$ cat config.mk
export PLATFORM = sky130hd
export DESIGN_NAME = split_merge_task_seq_flat
export DESIGN_NICKNAME = d
export VERILOG_FILES = /design/src/rtl/split_merge_task_seq_pkg.sv /design/src/rtl/split_merge_task_seq_if.sv /design/src/rtl/split_merge_task_seq_task_pack.sv /design/src/rtl/split_merge_task_seq.sv /design/src/flat_wrapper.sv
export SDC_FILE = /design/constraint.sdc
export NUM_CORES = 1
export LEC_CHECK = 0
export BUFFER_PORTS_ARGS = -buffer_cell sky130_fd_sc_hd__buf_2
export CAP_MARGIN = 20
export CORE_ASPECT_RATIO = 1.25
export CORE_MARGIN = 2
export CORE_UTILIZATION = 47
export CTS_BUF_LIST = sky130_fd_sc_hd__clkbuf_4 sky130_fd_sc_hd__clkbuf_8
export DETAILED_ROUTE_END_ITERATION = 10
export PLACE_DENSITY = 0.7
export SKIP_LAST_GASP = 1
export SYNTH_ARGS = -nofsm -noshare
export SYNTH_HDL_FRONTEND = slang
export SYNTH_SLANG_ARGS = --single-unit
$ cat constraint.sdc
create_clock -name clk -period 6.1 [get_ports clk]
set_input_delay 0.305 -clock clk [delete_from_list [all_inputs] [get_ports clk]]
set_output_delay 0.305 -clock clk [all_outputs]
set_load 0.05 [all_outputs]
$ cat src/rtl/split_merge_task_seq_pkg.sv
// Shared definitions for the split/merge chain sequencer: widths, task types, FSM states, task word layout.
package split_merge_task_seq_pkg;

   localparam int MEM_ADDR_BITS  = 12;
   localparam int TASK_REDUCE_BW = 3 * MEM_ADDR_BITS + 16;

   typedef logic [MEM_ADDR_BITS-1:0] mem_addr_t;

   localparam logic [2:0] SM_SPLIT_256 = 3'd2;
   localparam logic [2:0] SM_MERGE_256 = 3'd3;
   localparam logic [2:0] SM_SPLIT_512 = 3'd4;
   localparam logic [2:0] SM_MERGE_512 = 3'd5;

   typedef enum logic [2:0] {
      SM_IDLE  = 3'd0,
      SM_CHECK = 3'd1,
      SM_ISSUE = 3'd2,
      SM_WAIT  = 3'd3,
      SM_FIN   = 3'd4
   } sm_seq_state_t;

   typedef struct packed {
      mem_addr_t  addr0;
      mem_addr_t  addr1;
      mem_addr_t  addr2;
      logic [4:0] stage;
      logic [2:0] task_type;
      logic [1:0] mode;
      logic       out_pos;
      logic       in_pos;
      logic [3:0] rsvd;
   } sm_task_t;

   function automatic logic [2:0] sm_type_sel(input logic merge, input logic n512);
      logic [2:0] t;
      case ({n512, merge})
         2'b00:   t = SM_SPLIT_256;
         2'b01:   t = SM_MERGE_256;
         2'b10:   t = SM_SPLIT_512;
         2'b11:   t = SM_MERGE_512;
         default: t = SM_SPLIT_256;
      endcase
      return t;
   endfunction

endpackage

$ cat src/rtl/split_merge_task_seq_if.sv
// Command and operator-task bus of the split/merge sequencer; slave is the sequencer's view.
interface split_merge_task_seq_if;
   import split_merge_task_seq_pkg::*;

   logic                      cmd_valid;
   logic                      cmd_ready;
   logic                      cmd_merge;
   logic                      cmd_n512;
   logic [4:0]                cmd_first_stage;
   logic [3:0]                cmd_num_stages;
   logic                      cmd_in_pos;
   logic                      cmd_out_pos;
   mem_addr_t                 cmd_src;
   mem_addr_t                 cmd_addr_a;
   mem_addr_t                 cmd_addr_b;
   mem_addr_t                 cmd_side;
   logic [TASK_REDUCE_BW-1:0] task_o;
   logic                      start_o;
   logic                      done_i;
   logic                      busy_o;
   logic                      done_o;
   logic                      err_o;

   modport master (
      output cmd_valid, cmd_merge, cmd_n512, cmd_first_stage, cmd_num_stages,
             cmd_in_pos, cmd_out_pos, cmd_src, cmd_addr_a, cmd_addr_b, cmd_side, done_i,
      input  cmd_ready, task_o, start_o, busy_o, done_o, err_o
   );

   modport slave (
      input  cmd_valid, cmd_merge, cmd_n512, cmd_first_stage, cmd_num_stages,
             cmd_in_pos, cmd_out_pos, cmd_src, cmd_addr_a, cmd_addr_b, cmd_side, done_i,
      output cmd_ready, task_o, start_o, busy_o, done_o, err_o
   );

endinterface

$ cat src/rtl/split_merge_task_seq_task_pack.sv
// Combinational packing of one split/merge exec task into the operator task word.
module sm_task_pack
   import split_merge_task_seq_pkg::*;
(
   input  logic [4:0]                stage,
   input  logic [2:0]                task_type,
   input  logic                      in_pos,
   input  logic                      out_pos,
   input  mem_addr_t                 addr0,
   input  mem_addr_t                 addr1,
   input  mem_addr_t                 addr2,
   output logic [TASK_REDUCE_BW-1:0] task_word
);

   sm_task_t task_s;

   // Field assembly; mode stays 0 (fft mode) and unused bits stay 0.
   always_comb begin
      task_s           = '0;
      task_s.addr0     = addr0;
      task_s.addr1     = addr1;
      task_s.addr2     = addr2;
      task_s.stage     = stage;
      task_s.task_type = task_type;
      task_s.mode      = 2'b00;
      task_s.out_pos   = out_pos;
      task_s.in_pos    = in_pos;
      task_word        = task_s;
   end

endmodule

$ cat src/rtl/split_merge_task_seq.sv
// Split/merge chain sequencer: one command becomes a chain of exec tasks with ping-pong buffers.
// Optional busy-cycle counter output perf_cycles when SPLIT_MERGE_SEQ_PERF_EN is defined.
module split_merge_task_seq
   import split_merge_task_seq_pkg::*;
#(
   parameter int SIDE_STRIDE = 64,
   parameter int MAX_STAGE   = 8
) (
   input  logic                    clk,
   input  logic                    rst,
   split_merge_task_seq_if.slave   bus
`ifdef SPLIT_MERGE_SEQ_PERF_EN
   ,
   output logic [31:0]             perf_cycles
`endif
);

   localparam mem_addr_t  STRIDE_W    = mem_addr_t'(SIDE_STRIDE);
   localparam logic [5:0] MAX_STAGE_W = 6'(MAX_STAGE);

   sm_seq_state_t             state_r, state_nx_s;
   logic                      merge_r, n512_r, in_pos_r, out_pos_r;
   logic [4:0]                first_r;
   logic [3:0]                num_r, k_r;
   mem_addr_t                 cur_r, a_r, b_r, side_r;
   logic [TASK_REDUCE_BW-1:0] task_r;
   logic                      start_r, busy_r, done_r, err_r, ready_r;

   logic [3:0]                k_nx_s, side_idx_s;
   mem_addr_t                 cur_nx_s, pp_s, pp_nx_s, side_addr_s, addr1_s, addr2_s;
   logic                      in_pos_nx_s, accept_s, reject_s, last_s;
   logic [5:0]                first6_s, nm1_s, min_s, max_s;
   logic [4:0]                stage_s;
   logic [TASK_REDUCE_BW-1:0] pack_s;

   assign accept_s = bus.cmd_valid & ready_r;
   assign last_s   = (k_r == (num_r - 4'd1));
   assign pp_s     = k_r[0] ? b_r : a_r;

   // Chain legality from the registered command, evaluated in CHECK.
   always_comb begin
      first6_s = {1'b0, first_r};
      nm1_s    = {2'b00, num_r} - 6'd1;
      if (merge_r) begin
         min_s = first6_s;
         max_s = first6_s + nm1_s;
      end else begin
         min_s = first6_s - nm1_s;
         max_s = first6_s;
      end
      reject_s = (num_r == 4'd0) || (num_r > 4'd9)
              || (!merge_r && (first6_s < nm1_s))
              || (max_s > MAX_STAGE_W)
              || (!n512_r && (min_s <= 6'd8) && (max_s >= 6'd8));
   end

   // Next-state and next chain position.
   always_comb begin
      state_nx_s  = state_r;
      k_nx_s      = k_r;
      cur_nx_s    = cur_r;
      in_pos_nx_s = in_pos_r;
      case (state_r)
         SM_IDLE: begin
            if (accept_s) begin
               state_nx_s  = SM_CHECK;
               k_nx_s      = 4'd0;
               cur_nx_s    = bus.cmd_src;
               in_pos_nx_s = bus.cmd_in_pos;
            end else begin
               state_nx_s  = SM_IDLE;
            end
         end
         SM_CHECK: begin
            if (reject_s) begin
               state_nx_s = SM_IDLE;
            end else begin
               state_nx_s = SM_ISSUE;
            end
         end
         SM_ISSUE: state_nx_s = SM_WAIT;
         SM_WAIT: begin
            if (bus.done_i) begin
               state_nx_s  = last_s ? SM_FIN : SM_ISSUE;
               k_nx_s      = k_r + 4'd1;
               cur_nx_s    = pp_s;
               in_pos_nx_s = out_pos_r;
            end else begin
               state_nx_s  = SM_WAIT;
            end
         end
         SM_FIN:  state_nx_s = SM_IDLE;
         default: state_nx_s = SM_IDLE;
      endcase
   end

   // Task fields for the task about to be issued (index k_nx_s).
   always_comb begin
      pp_nx_s     = k_nx_s[0] ? b_r : a_r;
      stage_s     = merge_r ? (first_r + {1'b0, k_nx_s}) : (first_r - {1'b0, k_nx_s});
      side_idx_s  = merge_r ? (num_r - 4'd1 - k_nx_s) : k_nx_s;
      side_addr_s = side_r + mem_addr_t'(side_idx_s) * STRIDE_W;
      if (merge_r) begin
         addr1_s = side_addr_s;
         addr2_s = pp_nx_s;
      end else begin
         addr1_s = pp_nx_s;
         addr2_s = side_addr_s;
      end
   end

   sm_task_pack u_pack (
      .stage     (stage_s),
      .task_type (sm_type_sel(merge_r, n512_r)),
      .in_pos    (in_pos_nx_s),
      .out_pos   (out_pos_r),
      .addr0     (cur_nx_s),
      .addr1     (addr1_s),
      .addr2     (addr2_s),
      .task_word (pack_s)
   );

   // State, command capture and registered outputs.
   always_ff @(posedge clk) begin
      if (rst) begin
         state_r   <= SM_IDLE;
         merge_r   <= 1'b0;
         n512_r    <= 1'b0;
         in_pos_r  <= 1'b0;
         out_pos_r <= 1'b0;
         first_r   <= 5'd0;
         num_r     <= 4'd0;
         k_r       <= 4'd0;
         cur_r     <= '0;
         a_r       <= '0;
         b_r       <= '0;
         side_r    <= '0;
         task_r    <= '0;
         start_r   <= 1'b0;
         busy_r    <= 1'b0;
         done_r    <= 1'b0;
         err_r     <= 1'b0;
         ready_r   <= 1'b1;
      end else begin
         state_r  <= state_nx_s;
         k_r      <= k_nx_s;
         cur_r    <= cur_nx_s;
         in_pos_r <= in_pos_nx_s;
         if (accept_s) begin
            merge_r   <= bus.cmd_merge;
            n512_r    <= bus.cmd_n512;
            out_pos_r <= bus.cmd_out_pos;
            first_r   <= bus.cmd_first_stage;
            num_r     <= bus.cmd_num_stages;
            a_r       <= bus.cmd_addr_a;
            b_r       <= bus.cmd_addr_b;
            side_r    <= bus.cmd_side;
         end
         if (state_nx_s == SM_ISSUE) begin
            task_r <= pack_s;
         end
         start_r <= (state_nx_s == SM_ISSUE);
         busy_r  <= (state_nx_s != SM_IDLE);
         ready_r <= (state_nx_s == SM_IDLE);
         done_r  <= (state_nx_s == SM_FIN);
         err_r   <= (state_r == SM_CHECK) && reject_s;
      end
   end

   assign bus.cmd_ready = ready_r;
   assign bus.task_o    = task_r;
   assign bus.start_o   = start_r;
   assign bus.busy_o    = busy_r;
   assign bus.done_o    = done_r;
   assign bus.err_o     = err_r;

`ifdef SPLIT_MERGE_SEQ_PERF_EN
   logic [31:0] perf_r;

   // Busy-cycle counter; busy_o drops after done_o/err_o, which freezes it.
   always_ff @(posedge clk) begin
      if (rst) begin
         perf_r <= 32'd0;
      end else if (accept_s) begin
         perf_r <= 32'd0;
      end else if (busy_r && (perf_r != 32'hFFFF_FFFF)) begin
         perf_r <= perf_r + 32'd1;
      end else begin
         perf_r <= perf_r;
      end
   end

   assign perf_cycles = perf_r;
`endif

endmodule

$ cat src/flat_wrapper.sv
// flat-port wrapper written by rule: the top's interface ports become plain ports
module split_merge_task_seq_flat import split_merge_task_seq_pkg::*;
#(
   parameter int SIDE_STRIDE = 64,
   parameter int MAX_STAGE   = 8
)
  (clk, rst, bus_cmd_valid, bus_cmd_merge, bus_cmd_n512, bus_cmd_first_stage, bus_cmd_num_stages, bus_cmd_in_pos, bus_cmd_out_pos, bus_cmd_src, bus_cmd_addr_a, bus_cmd_addr_b, bus_cmd_side, bus_done_i, bus_cmd_ready, bus_task_o, bus_start_o, bus_busy_o, bus_done_o, bus_err_o);
  split_merge_task_seq_if bus_i ();
  input  logic clk;
  input  logic rst;
  input wire logic [$bits(bus_i.cmd_valid)-1:0] bus_cmd_valid;
  input wire logic [$bits(bus_i.cmd_merge)-1:0] bus_cmd_merge;
  input wire logic [$bits(bus_i.cmd_n512)-1:0] bus_cmd_n512;
  input wire logic [$bits(bus_i.cmd_first_stage)-1:0] bus_cmd_first_stage;
  input wire logic [$bits(bus_i.cmd_num_stages)-1:0] bus_cmd_num_stages;
  input wire logic [$bits(bus_i.cmd_in_pos)-1:0] bus_cmd_in_pos;
  input wire logic [$bits(bus_i.cmd_out_pos)-1:0] bus_cmd_out_pos;
  input wire logic [$bits(bus_i.cmd_src)-1:0] bus_cmd_src;
  input wire logic [$bits(bus_i.cmd_addr_a)-1:0] bus_cmd_addr_a;
  input wire logic [$bits(bus_i.cmd_addr_b)-1:0] bus_cmd_addr_b;
  input wire logic [$bits(bus_i.cmd_side)-1:0] bus_cmd_side;
  input wire logic [$bits(bus_i.done_i)-1:0] bus_done_i;
  output wire logic [$bits(bus_i.cmd_ready)-1:0] bus_cmd_ready;
  output wire logic [$bits(bus_i.task_o)-1:0] bus_task_o;
  output wire logic [$bits(bus_i.start_o)-1:0] bus_start_o;
  output wire logic [$bits(bus_i.busy_o)-1:0] bus_busy_o;
  output wire logic [$bits(bus_i.done_o)-1:0] bus_done_o;
  output wire logic [$bits(bus_i.err_o)-1:0] bus_err_o;
  assign bus_i.cmd_valid = bus_cmd_valid;
  assign bus_i.cmd_merge = bus_cmd_merge;
  assign bus_i.cmd_n512 = bus_cmd_n512;
  assign bus_i.cmd_first_stage = bus_cmd_first_stage;
  assign bus_i.cmd_num_stages = bus_cmd_num_stages;
  assign bus_i.cmd_in_pos = bus_cmd_in_pos;
  assign bus_i.cmd_out_pos = bus_cmd_out_pos;
  assign bus_i.cmd_src = bus_cmd_src;
  assign bus_i.cmd_addr_a = bus_cmd_addr_a;
  assign bus_i.cmd_addr_b = bus_cmd_addr_b;
  assign bus_i.cmd_side = bus_cmd_side;
  assign bus_i.done_i = bus_done_i;
  assign bus_cmd_ready = bus_i.cmd_ready;
  assign bus_task_o = bus_i.task_o;
  assign bus_start_o = bus_i.start_o;
  assign bus_busy_o = bus_i.busy_o;
  assign bus_done_o = bus_i.done_o;
  assign bus_err_o = bus_i.err_o;
  split_merge_task_seq #(.SIDE_STRIDE(SIDE_STRIDE), .MAX_STAGE(MAX_STAGE)) u_core (.clk(clk), .rst(rst), .bus(bus_i));
endmodule
==> results of run 1 <==
## layout make-up
cell class	instances	area [um^2]	area share [%]
clock inverter	12	164	2.21
sequential	119	2380	32.1
timing repair buffer	125	653	8.80
clock buffer	20	275	3.71
multi-input combinational	549	3660	49.3
tap	171	214	2.88
inverter	21	78.8	1.06
## synth_stat cells, drive strengths merged, types with 2 or more instances
cell type	n	area share [%]
a211o	15	2.1
a211oi	3	0.51
a21o	7	0.83
a21oi	65	5.1
a221oi	12	1.7
a22oi	2	0.24
a31oi	5	0.49
and2	5	0.49
and3	3	0.29
and4	2	0.28
buf	14	2.1
clkbuf	40	2.4
dfxtp	119	37
fa	5	1.6
ha	29	5.7
inv	21	1.2
mux2	22	4.6
mux2i	49	7.7
nand2	123	7.3
nand2b	43	4.2
nand3	2	0.16
nand4	2	0.20
nor2	65	3.8
nor2b	20	2.0
nor3	3	0.41
o21ai	20	1.6
o31ai	2	0.24
xnor2	12	1.7
xor2	11	1.5
## logic make-up (layout without fill, tap and decap cells)
kind of cell    after synthesis  after routing  synth area share, %
xor+xnor                     23             23                 3.16
simple gates                273            273                 19.7
compound gates              142            142                 14.4
fa+ha+maj                    34             34                 7.27
flops                       119            119                 37.4
mux                          71             71                 12.3
buf+inv                      75            178                 5.68
other cells                   1              6               0.0589
## layer usage
layer,GRT usage [%],vias to the layer above,share of wire [%]
li1,-,2679,-
met4,6.84,0,1.8
met5,0,-,0
met1,26.8,2421,43
met3,4.57,23,4.1
met2,38.2,109,51
## sequential cells by signal, indices dropped and copies added, names as in the netlist
signal	cells
u_core.a_r	12
u_core.cur_r	12
u_core.bus.err_o	1
u_core.out_pos_r	1
u_core.first_r	5
u_core.num_r	4
u_core.b_r	12
u_core.n512_r	1
u_core.in_pos_r	1
u_core.state_r	3
u_core.bus.start_o	1
u_core.bus.cmd_ready	1
u_core.k_r	4
u_core.bus.done_o	1
u_core.side_r	12
u_core.bus.busy_o	1
u_core.bus.task_o	46
u_core.merge_r	1
## worst max-delay path, delay by kind of cell (launching register included)
| family | cells | cell delay [ps] |
|---|---|---|
| multiplexers | 1 | 280 |
| buffers and inverters | 3 | 700 |
| adder cells (fa/ha/maj) | 3 | 920 |
| AO/OA/AOI/OAI | 7 | 910 |
| AND/OR/NAND/NOR | 4 | 600 |
| flip-flops | 1 | 340 |
| XOR/XNOR | 1 | 200 |
## per-stage QoR
step	std cells	setup WS, ps
final	1017	2010
after global routing	1017	1610
after CTS	1017	2020
after detailed placement	985	1970
after global placement	985	2010
after floorplan	743	2050
## where the power goes
part	total (uW)	internal (uW)	switching, uW
clock network	787	442	345
registers	828	805	23.6
logic	277	108	169
## worst paths after layout
check | start | endpoint | slack [ps] | cells after the start
setup / recovery | u_core.bus.cmd_ready | u_core.bus.task_o[27] | 2010 | 19
hold / removal | bus_cmd_first_stage[3] | u_core.first_r[3] | 90 | 3
setup reg to reg | u_core.bus.cmd_ready | u_core.bus.task_o[27] | 2010 | 19
hold reg to reg | u_core.a_r[11] | u_core.a_r[11] | 470 | 2
==> impl_metrics.yaml, run 1 <==
outcome:
  status: "finished, final reports clean"
detailed_routing:
  firstDrtPassIters: 6
  vias: 5232
  drt_iter0_markers: 279
  drcViolationCount: 0
  antenna_left: 0
  vias_per_cell: 5.14
  avgRoutedWirePerCell_um: 15.0
  routed_wl_um: 15300
floorplan:
  dieWidth_um: 108
  die-area_mm2: 0.0145
  rows: 47
  ioPinCount: 122
  fp.dieH_um: 134
  start_util_pct: 48.1
  core_area_mm2: 0.0132
finish:
  final_common_cell: "nand2_1"
  area_growth_pct: 16.6
  fin_nets: 932
  fin_util_pct: 56.1
  n_antenna_cell: 0
  n_fill_cell: 1248
  drive_gt1_share_pct: 22.1
  stdcell_area_mm2: 0.00742
  final_cell_mix: "nand2_1, dfxtp_1, buf_2, a21oi_1, nor2_1"
clock_tree:
  hold_buffers: 0
  cts_tree: "done"
  clkTransAtPathRegs_ps: 80
  cts_made_buffers: 17
  insertion_delay_ps: 440
  post_cts_buffers: 0
  clk_path_buf_depth: 2
  h-tree-depth: 4
  cts_num_sinks: 119
  root_buffer: "clkbuf_8"
  cts_resized: 0
synth:
  synthFlopType: "dfxtp_1"
  synthCells: 738
  ys_seq_area_share_pct: 37.4
  synth_area_per_cell_um2: 8.62
  synth_edf_count: 0
  ys_ff_latch: 119
  ys_async_sr_fraction_pct: 0
  yosys_warnings: 0
  synth.distinct_cells: 55
  netlist_area_mm2: 0.00636
placement:
  dp_hpwl_um: 11000
  place_area_mm2: 0.00698
  port_buffers: 115
  place_congestion: 0.860
worst_setup_path:
  cpPeakStageDelay_ps: 410
  crit_fanout: 36
  cp.arrival_ps: 4420
  startpoint_type: "flop"
  critical_path_required_ps: 6430
  critical-path-slowest-cell: "buf_4"
  end_kind: "flop"
  path_cells: "and2_2 > buf_4 > a21oi_1 > buf_4 > nand2_1 > o21ai_2 > ha_1 > inv_1 > fa_1 > nor2_1 > a21oi_1 > ha_1 > a21o_1 > a21oi_1 > nor2b_1 > o21ai_0 > xor2_1 > a211oi_1 > mux2_4"
  path_class: "flop to flop"
  cpMostUsedCell: "a21oi_1"
sta:
  drv_slew: 0
  clock-skew-final_ps: 10.2
  maxSlewHeadroom_pct: 48.4
  fin_crit_sh_pct: 67.0
  fin_setup_tns_ps: 0
  fmax_mhz: 245
  worst_slew_pin_slew_ps: 774
  setup_violations: 0
  rsz0062_at_grt: "no"
  period_needed_ps: 4090
  holdWs_ps: 92.5
  hold_violations: 0
grt:
  gr-total-overflow: 0
  grt_start_max_net_pins: 86
  track_usage_pct: 21.9
  grt_antenna_before_repair: 0
  grt_pass1_vias: 4866
  grt_first_pass_wirelength_um: 24600
power_and_ir_drop:
  p_leak_uw: 0.00341
  ir_drop_v: 0.000168
  total_power_uw: 1890
  powerDensity_mw_per_mm2: 255
hold_path:
  hp-class: "input port to flop"
job:
  timing.max_cap.violations: 0
No activity file was read; power rests on OpenSTA's default activity.
==> run 2, diff against run 1 <==
Clock period 6.1 ns to 3.9 ns, I/O delays scaled along.
==> run 2 against run 1 <==
Compared with the run above: sequential power increased by 56%; final area increased by 4.2%; register-to-register slack got worse by 1700 ps; critical path depth decreased by 4; sequential share of layout area decreased by 1.3 points; non-clock buffer count increased by 34; clock power increased by 44%; via count increased by 2.9%; flip-flop and latch count unchanged; first-iteration DRC count decreased by 14%; worst hold slack got worse by 76 ps; largest power group unchanged.
==> impl_metrics.yaml, run 2 (synthesized netlist as in run 1, its figures left out) <==
floorplan:
  fp.dieH_um: 134
  die-area_mm2: 0.0145
  dieWidth_um: 108
  start_util_pct: 48.1
  ioPinCount: 122
  rows: 47
  core_area_mm2: 0.0132
clock_tree:
  insertion_delay_ps: 430
  root_buffer: "clkbuf_8"
  cts_tree: "done"
  cts_made_buffers: 17
  clkTransAtPathRegs_ps: 70
  clk_path_buf_depth: 2
  cts_num_sinks: 119
  h-tree-depth: 4
sta:
  fmax_mhz: 278
  fin_crit_sh_pct: 92.1
  setup_violations: 0
  maxSlewHeadroom_pct: 47.3
  drv_slew: 0
  rsz0062_at_grt: "no"
  fin_setup_tns_ps: 0
  hold_violations: 0
  worst_slew_pin_slew_ps: 790
  clock-skew-final_ps: 7.35
  setup_slack_ps: 306
  period_needed_ps: 3590
  holdWs_ps: 16.4
grt:
  grt_start_max_net_pins: 84
  grt_first_pass_wirelength_um: 25400
  grt_antenna_before_repair: 0
  gr-total-overflow: 0
  grt_pass1_vias: 5123
  track_usage_pct: 22.7
finish:
  register_area_mm2: 0.00238
  drive_gt1_share_pct: 22.5
  largest_reg_flops: 46
  n_fill_cell: 1205
  fin_util_pct: 58.5
  area_growth_pct: 21.6
  stdcell_area_mm2: 0.00774
  fin_nets: 966
  final_common_cell: "nand2_1"
  n_antenna_cell: 0
  multi_input_area_mm2: 0.00367
  final_cell_mix: "nand2_1, dfxtp_1, buf_2, nor2_1, a21oi_1"
detailed_routing:
  route.met3.wl_um: 650
  routed_wl_um: 16000
  drt-met1-wl_um: 6770
  vias_per_cell: 5.13
  drcViolationCount: 0
  dr_wl_met2_um: 8200
  antenna_left: 0
  top_layer_used: "met4"
  drt_iter0_markers: 239
  firstDrtPassIters: 4
  vias: 5385
  avgRoutedWirePerCell_um: 15.2
placement:
  dpl_worst_slack_ps: 285
  dp_hpwl_um: 11200
  place_area_mm2: 0.00707
  port_buffers: 115
  place_congestion: 0.876
worst_setup_path:
  critical_path_required_ps: 4250
  path_class: "flop to flop"
  r2r-start: "u_core.num_r[0]"
  crit_fanout: 24
  startpoint_type: "flop"
  end_kind: "flop"
  startpoint: "u_core.num_r[0]"
  cp.arrival_ps: 3950
job:
  timing.max_cap.violations: 0
hold_path:
  hp-class: "input port to flop"
  min_from: "bus_cmd_addr_a[8]"
power_and_ir_drop:
  ir_drop_v: 0.000187
  p_leak_uw: 0.00357
  powerDensity_mw_per_mm2: 373
outcome:
  status: "finished, final reports clean"
==> run 2: cell count changes in the layout (fill, tap and decap cells not counted), moves of 2 or more <==
cell           previous run  this run
a21oi_2                   0         2
clkinv_2                  0         4
a21oi_1                  65        63
clkbuf_4                  0         3
dlygate4sd3_1             0        26
clkinvlp_4                4         1
buf_12                    0         2
buf_4                    11        17
inv_6                     4         1
==> run 2: cell type report <==
class                           instances  share of cell area (%)
Clock buffer                           23                    3.85
Sequential cell                       119                    30.8
Inverter                               21                    1.02
Tap cell                              171                    2.77
Multi-Input combinational cell        549                    47.4
Timing Repair Buffer                  159                    12.9
Clock inverter                          8                    1.25
==> run 2: worst paths after layout <==
kind | to | slack, ps | cells past startpoint
hold / removal | u_core.a_r[8] | 20 | 3
setup reg to reg | u_core.bus.task_o[28] | 310 | 15
hold reg to reg | u_core.side_r[8] | 460 | 2
setup / recovery | u_core.bus.task_o[28] | 310 | 15
==> run 2: critical path, stage by stage (launching register included) <==
cell,delay [ps]
dfxtp_1,310
buf_4,160
nor3_4,220
xnor2_1,280
inv_1,90
ha_1,380
inv_1,110
o311a_1,160
o21ai_1,70
and3_1,200
o41ai_2,390
a211oi_2,200
a31oi_4,240
buf_12,230
buf_12,230
mux2i_1,230
==> run 2: repair_timing <==
| item | CTS | global route |
|---|---|---|
| endpoints found under the hold margin | 24 | 2 |
| gates resized for setup | 0 | 2 |
| buffers inserted | 0 | 0 |
| endpoints found under the setup margin | 0 | 2 |
| hold buffers | 24 | 2 |
==> run 2: layer usage <==
layer	vias to the layer above	GRT usage, %
met1	2511	27.8
met3	24	5.00
met2	114	39.5
met5	-	0
li1	2736	-
met4	0	7.12
==> run 2: report_power, final <==
part	switching, uW	internal (uW)	leakage (uW)
clock network	492	634	0.000206
registers	35.0	1260	0.000969
logic	272	192	0.00240
total	799	2090	0.00357
==> run 2: metrics by stage <==
step / std cells / power, uW
2_1_floorplan: 743 / 1640
3_3_place_gp: 993 / 1760
3_5_place_dp: 993 / 1760
4_1_cts: 1048 / 2890
5_1_grt: 1050 / 3020
6_report: 1050 / 2890
